===== src/rtl/sad_search_scheduler_if.sv =====
// Handshake bundle between the SAD search scheduler and the MEM/result pipeline.
interface sad_search_scheduler_if;
   logic        start;
   logic        stall;
   logic        result_valid;
   logic        result_trigger_boss;
   logic        issue_valid;
   logic [15:0] issue_index;
   logic        issue_trigger_boss;
   logic        busy;
   logic        done;
   logic [7:0]  in_flight;

   // Controller / pipeline side that drives the requests and observes the issues.
   modport master (
      output start, stall, result_valid, result_trigger_boss,
      input  issue_valid, issue_index, issue_trigger_boss, busy, done, in_flight
   );

   // Scheduler side.
   modport slave (
      input  start, stall, result_valid, result_trigger_boss,
      output issue_valid, issue_index, issue_trigger_boss, busy, done, in_flight
   );
endinterface


===== src/rtl/sad_search_scheduler.sv =====
// SAD motion-search scheduler: walks the candidate grid, issues one base index
// per unstalled cycle, tags the last candidate and waits for it to retire.
//
//   state   | meaning
//   --------+--------------------------------------------------------------
//   S_IDLE  | waiting for start; counters parked
//   S_RUN   | issuing candidates, one per unstalled cycle
//   S_DRAIN | all issued; waiting for the tagged result to retire
//   S_DONE  | one-cycle completion pulse, then back to S_IDLE
module sad_search_scheduler #(
   parameter int FRAME_W = 64,
   parameter int FRAME_H = 64,
   parameter int STEP    = 4,
   parameter int SPAN    = 7
) (
   input  logic                   clk,
   input  logic                   reset,
   sad_search_scheduler_if.slave  bus
);

   localparam logic [15:0] X_MAX    = 16'(((FRAME_W - SPAN) / STEP) * STEP);
   localparam logic [15:0] Y_MAX    = 16'(((FRAME_H - SPAN) / STEP) * STEP);
   localparam logic [15:0] STEP16   = 16'(STEP);
   localparam logic [15:0] ROW_STEP = 16'(STEP * FRAME_W);

   typedef enum logic [1:0] {S_IDLE, S_RUN, S_DRAIN, S_DONE} state_t;

   state_t      state_q;
   logic [15:0] x_q;
   logic [15:0] y_q;
   logic [15:0] index_q;
   logic [7:0]  in_flight_q;
   logic [7:0]  in_flight_d;

   logic issue;
   logic last;
   logic retire;

   // A cycle with reset asserted never counts as an issue, so nothing leaks
   // into MEM on the edge that aborts a search.
   assign issue  = (state_q == S_RUN) && !bus.stall && !reset;
   assign last   = (x_q == X_MAX) && (y_q == Y_MAX);
   assign retire = bus.result_valid && (in_flight_q != 8'd0);

   // Outstanding-candidate count: floor at zero, saturate at the top.
   always_comb begin
      in_flight_d = in_flight_q;
      case ({issue, retire})
         2'b10:   in_flight_d = (in_flight_q == 8'hFF) ? in_flight_q : in_flight_q + 8'd1;
         2'b01:   in_flight_d = in_flight_q - 8'd1;
         default: in_flight_d = in_flight_q;
      endcase
   end

   // Sequencer: state, raster counters and the linear index that tracks them.
   always_ff @(posedge clk) begin
      if (reset) begin
         state_q     <= S_IDLE;
         x_q         <= 16'd0;
         y_q         <= 16'd0;
         index_q     <= 16'd0;
         in_flight_q <= 8'd0;
      end else begin
         in_flight_q <= in_flight_d;
         case (state_q)
            S_IDLE: begin
               if (bus.start) begin
                  state_q     <= S_RUN;
                  x_q         <= 16'd0;
                  y_q         <= 16'd0;
                  index_q     <= 16'd0;
                  in_flight_q <= 8'd0;
               end
            end
            S_RUN: begin
               if (issue) begin
                  if (x_q != X_MAX) begin
                     x_q     <= x_q + STEP16;
                     index_q <= index_q + STEP16;
                  end else if (y_q != Y_MAX) begin
                     // Row wrap: drop back by the row width walked, advance STEP rows.
                     x_q     <= 16'd0;
                     y_q     <= y_q + STEP16;
                     index_q <= index_q - X_MAX + ROW_STEP;
                  end else begin
                     state_q <= S_DRAIN;
                  end
               end
            end
            S_DRAIN: begin
               if (bus.result_valid && bus.result_trigger_boss) state_q <= S_DONE;
            end
            S_DONE: begin
               state_q <= S_IDLE;
            end
            default: state_q <= S_IDLE;
         endcase
      end
   end

   assign bus.issue_valid        = issue;
   assign bus.issue_index        = index_q;
   assign bus.issue_trigger_boss = issue && last;
   assign bus.busy               = (state_q == S_RUN) || (state_q == S_DRAIN);
   assign bus.done               = (state_q == S_DONE);
   assign bus.in_flight          = in_flight_q;

endmodule


===== src/flat_wrapper.sv =====
// flat-port wrapper written by rule: the top's interface ports become plain ports
module sad_search_scheduler_flat 
#(
   parameter int FRAME_W = 64,
   parameter int FRAME_H = 64,
   parameter int STEP    = 4,
   parameter int SPAN    = 7
)
  (clk, reset, bus_start, bus_stall, bus_result_valid, bus_result_trigger_boss, bus_issue_valid, bus_issue_index, bus_issue_trigger_boss, bus_busy, bus_done, bus_in_flight);
  sad_search_scheduler_if bus_i ();
  input  logic clk;
  input  logic reset;
  input wire logic [$bits(bus_i.start)-1:0] bus_start;
  input wire logic [$bits(bus_i.stall)-1:0] bus_stall;
  input wire logic [$bits(bus_i.result_valid)-1:0] bus_result_valid;
  input wire logic [$bits(bus_i.result_trigger_boss)-1:0] bus_result_trigger_boss;
  output wire logic [$bits(bus_i.issue_valid)-1:0] bus_issue_valid;
  output wire logic [$bits(bus_i.issue_index)-1:0] bus_issue_index;
  output wire logic [$bits(bus_i.issue_trigger_boss)-1:0] bus_issue_trigger_boss;
  output wire logic [$bits(bus_i.busy)-1:0] bus_busy;
  output wire logic [$bits(bus_i.done)-1:0] bus_done;
  output wire logic [$bits(bus_i.in_flight)-1:0] bus_in_flight;
  assign bus_i.start = bus_start;
  assign bus_i.stall = bus_stall;
  assign bus_i.result_valid = bus_result_valid;
  assign bus_i.result_trigger_boss = bus_result_trigger_boss;
  assign bus_issue_valid = bus_i.issue_valid;
  assign bus_issue_index = bus_i.issue_index;
  assign bus_issue_trigger_boss = bus_i.issue_trigger_boss;
  assign bus_busy = bus_i.busy;
  assign bus_done = bus_i.done;
  assign bus_in_flight = bus_i.in_flight;
  sad_search_scheduler #(.FRAME_W(FRAME_W), .FRAME_H(FRAME_H), .STEP(STEP), .SPAN(SPAN)) u_core (.clk(clk), .reset(reset), .bus(bus_i));
endmodule

===== config.mk =====
export PLATFORM = sky130hd
export DESIGN_NAME = sad_search_scheduler_flat
export DESIGN_NICKNAME = d
export VERILOG_FILES = /design/src/rtl/sad_search_scheduler_if.sv /design/src/rtl/sad_search_scheduler.sv /design/src/flat_wrapper.sv
export SDC_FILE = /design/constraint.sdc
export NUM_CORES = 1
export LEC_CHECK = 0
export ABC_AREA = 1
export BUFFER_PORTS_ARGS = -buffer_cell sky130_fd_sc_hd__buf_4
export CAP_MARGIN = 25
export CORE_MARGIN = 3
export CORE_UTILIZATION = 40
export DETAILED_ROUTE_END_ITERATION = 10
export PLACE_DENSITY = 0.62
export SLEW_MARGIN = 20
export SYNTH_ARGS = -nofsm -noshare
export SYNTH_HDL_FRONTEND = slang
export SYNTH_SLANG_ARGS = --single-unit

===== constraint.sdc =====
create_clock -name clk -period 2.8 [get_ports clk]
set_input_delay 0.14 -clock clk [delete_from_list [all_inputs] [get_ports clk]]
set_output_delay 0.14 -clock clk [all_outputs]
set_load 0.05 [all_outputs]

==> results.md <==
* Clk pwr share at 17.9%
* Worst Reg2Reg Path Length in Cells at 12
* Clock tree buffer depth at 2
* P&R area growth vs syn at 11.2%
* Maximum vdd drop at 0.401 mV
* Sw Share at 47.4%
* Worst setup SP type: register
* Met1 usage at 24.0%
* Worst-path clk slew at 100 ps
* Pwr dens at 649 nW/µm²
* Largest area contributor in the netlist: dfxtp_1
* Vias per cell at 5.08
* Hold_ws at 128 ps
* Synth top area share at 29.7%
* Core ar. at 8380 µm²
* DRC viols at 0
* Crit path time final at 2380 ps
* Max-Cap Viols at 0
* ANT nets after route at 0
* Combinational share of power at 47.2%
* Drt first-iter violations at 126
* Via count at 3,546
* Fillcell total at 905
* GRT overflow at 0
* First-pass GRT wire length at 14,100 µm
* Clock root cell: clkbuf_8
* Clk_skew at 18.1 ps
* Largest net degree at the start of global routing at 33
* GR peak layer: met2
* Vias in the first global route at 3,164
* Die area at 9930 µm²
* Wire length per cell after detailed routing at 12.0 µm
* CTS sink cnt at 52
* Final count of negative-setup-slack endpoints at 0
* Met2 Track Usage GR at 26.8%
* Mapped Cells at 565
* Die Wd at 99.7 µm
* Crit path DAT at 2570 ps
* CTS resizes at 0
* P_int at 1.33 mW
* Worst-margin pin slew at 584 ps
* Period utilisation layout at 85.0%
* Hold Path Class: in -> reg
* Initial Util at 41.9%
* Unrepaired setup endpoints after global routing: false
* Grt met3 use at 2.81%
* Status: finished, final reports clean
* Worst skew pair latency at 310 ps
* Top cells by area, synth: dfxtp_1, nand2_1, nor2_1
* Layout Nets at 614
* Mapped Avg Cell Area at 6.21 µm²
* Post-synthesis register bit count at 52
* Port buffer count at 31
* Drt first pass iters at 4
* Total power at 2.53 mW
* HP Start: reset
* Total CTS buffers at 5
* Sw Pwr at 1.20 mW
* Slew HR at 61.0%
* Final hold vios at 0
* Worst Path Required at 2990 ps
* CP Class: reg -> reg
* Initial antenna violation count at 0
* Layout cells sized above 1 at 9.61%
* Post-CTS setup buffer count at 0
* Yosys cell types at 36
* Final Max Tran Viols at 0
* Detailed placer's ending HPWL at 6300 µm
* Most frequent cells in the layout: nand2_1, nor2_1, inv_1
* Die H at 99.7 µm
* Hold buffer count at CTS at 0
* Synthesized cell area at 3510 µm²
* CP Max Fanout at 14
* Hold Path Stages at 2
* WL final at 8350 µm
* Max Clk Rate at 0.420 GHz
* Post-layout util at 46.6%
* CTS tree: done
* # diodes at 0
* Tot GR Track Use at 17.0%
* Post-synthesis sequential area ratio at 29.7%
* Global placement routability congestion at 0.894
* Htree depth at 2
* Worst setup startpoint: u_core.state_q[1]
* Leakage at 1.63 nW
* Row cnt at 33
* Reg power frac at 34.9%
* Num ports at 34
* YS warnings at 0
* Crit Reg-Reg Startpoint: u_core.state_q[1]
* Worst setup EP type: register
* Commonest non-fill, non-tap cell in the layout: nand2_1
worst paths after layout:
| path | endpoint | slack, ps |
|---|---|---|
| hold reg to reg | u_core.bus.issue_index[10] | 480 |
| hold / removal | u_core.x_q[9] | 130 |
| setup / recovery | u_core.bus.in_flight[0] | 420 |
| setup reg to reg | u_core.bus.in_flight[0] | 420 |
cell type report:
class                           instances  area [µm²]  area share [%]
Clock buffer                            6        82.6            2.12
Sequential cell                        52        1040            26.7
Timing Repair Buffer                   35         263            6.73
Tap cell                              105         131            3.37
Multi-Input combinational cell        418        2070            53.0
Inverter                               81         308            7.89
Clock inverter                          1        8.76           0.224
routing by layer:
layer	part of all wire, %	up-vias
met2	43	64
met5	0	-
met3	4.1	10
li1	-	1886
met1	52	1586
met4	1.3	0
kinds of logic after synthesis:
logic type	share of synthesized area, %
AND/OR/NAND/NOR	39.0
adder cells (fa/ha/maj)	5.35
buffers and inverters	11.6
XOR/XNOR	0.999
flip-flops	29.7
AO/OA/AOI/OAI	13.3
other	0.107
power groups by stage:
stage	Combinational [mW]	Sequential [mW]	Clock [mW]
detailed placement	1.19	0.899	0
finish	1.19	0.884	0.453
global placement	1.18	0.898	0
floorplan	0.878	0.982	0
CTS	1.19	0.883	0.471
global route	1.33	0.894	0.497
registers in the layout, indices dropped and copies added, names as in the netlist:
register	flops
u_core.bus.in_flight	8
u_core.y_q	14
u_core.bus.issue_index	14
u_core.state_q	2
u_core.x_q	14
worst max-delay path, stage by stage, from the launching register on:
cell	delay, ps
dfxtp_1	350
inv_1	80
ha_1	210
inv_4	70
nor2_1	120
inv_1	100
nor2_1	190
inv_1	100
ha_1	290
inv_1	290
o21ai_0	230
o21ai_0	190
a21oi_1	50
per-stage QoR:
| step | cell area (µm²) | setup TNS [ps] | setup WS [ps] | std cells |
|---|---|---|---|---|
| 2_1_floorplan | 3520 | -11.0 | -5.56 | 566 |
| 3_3_place_gp | 3810 | 0 | 559 | 691 |
| 3_5_place_dp | 3810 | 0 | 454 | 691 |
| 4_1_cts | 3900 | 0 | 443 | 698 |
| 5_1_grt | 3900 | 0 | 181 | 698 |
| 6_report | 3900 | 0 | 419 | 698 |
cell usage after synthesis (all sizes together):
cell type / number
a21oi: 31
a22oi: 1
a31oi: 6
and2: 2
and3: 2
buf: 12
clkbuf: 3
clkinv: 1
conb: 1
dfxtp: 52
ha: 15
inv: 80
nand2: 128
nand3: 52
nand4: 19
nor2: 88
nor3: 21
o211ai: 6
o21a: 1
o21ai: 38
o21bai: 1
o31ai: 1
xnor2: 1
xor2: 3
Note: power is estimated with default switching activity, not from simulation.
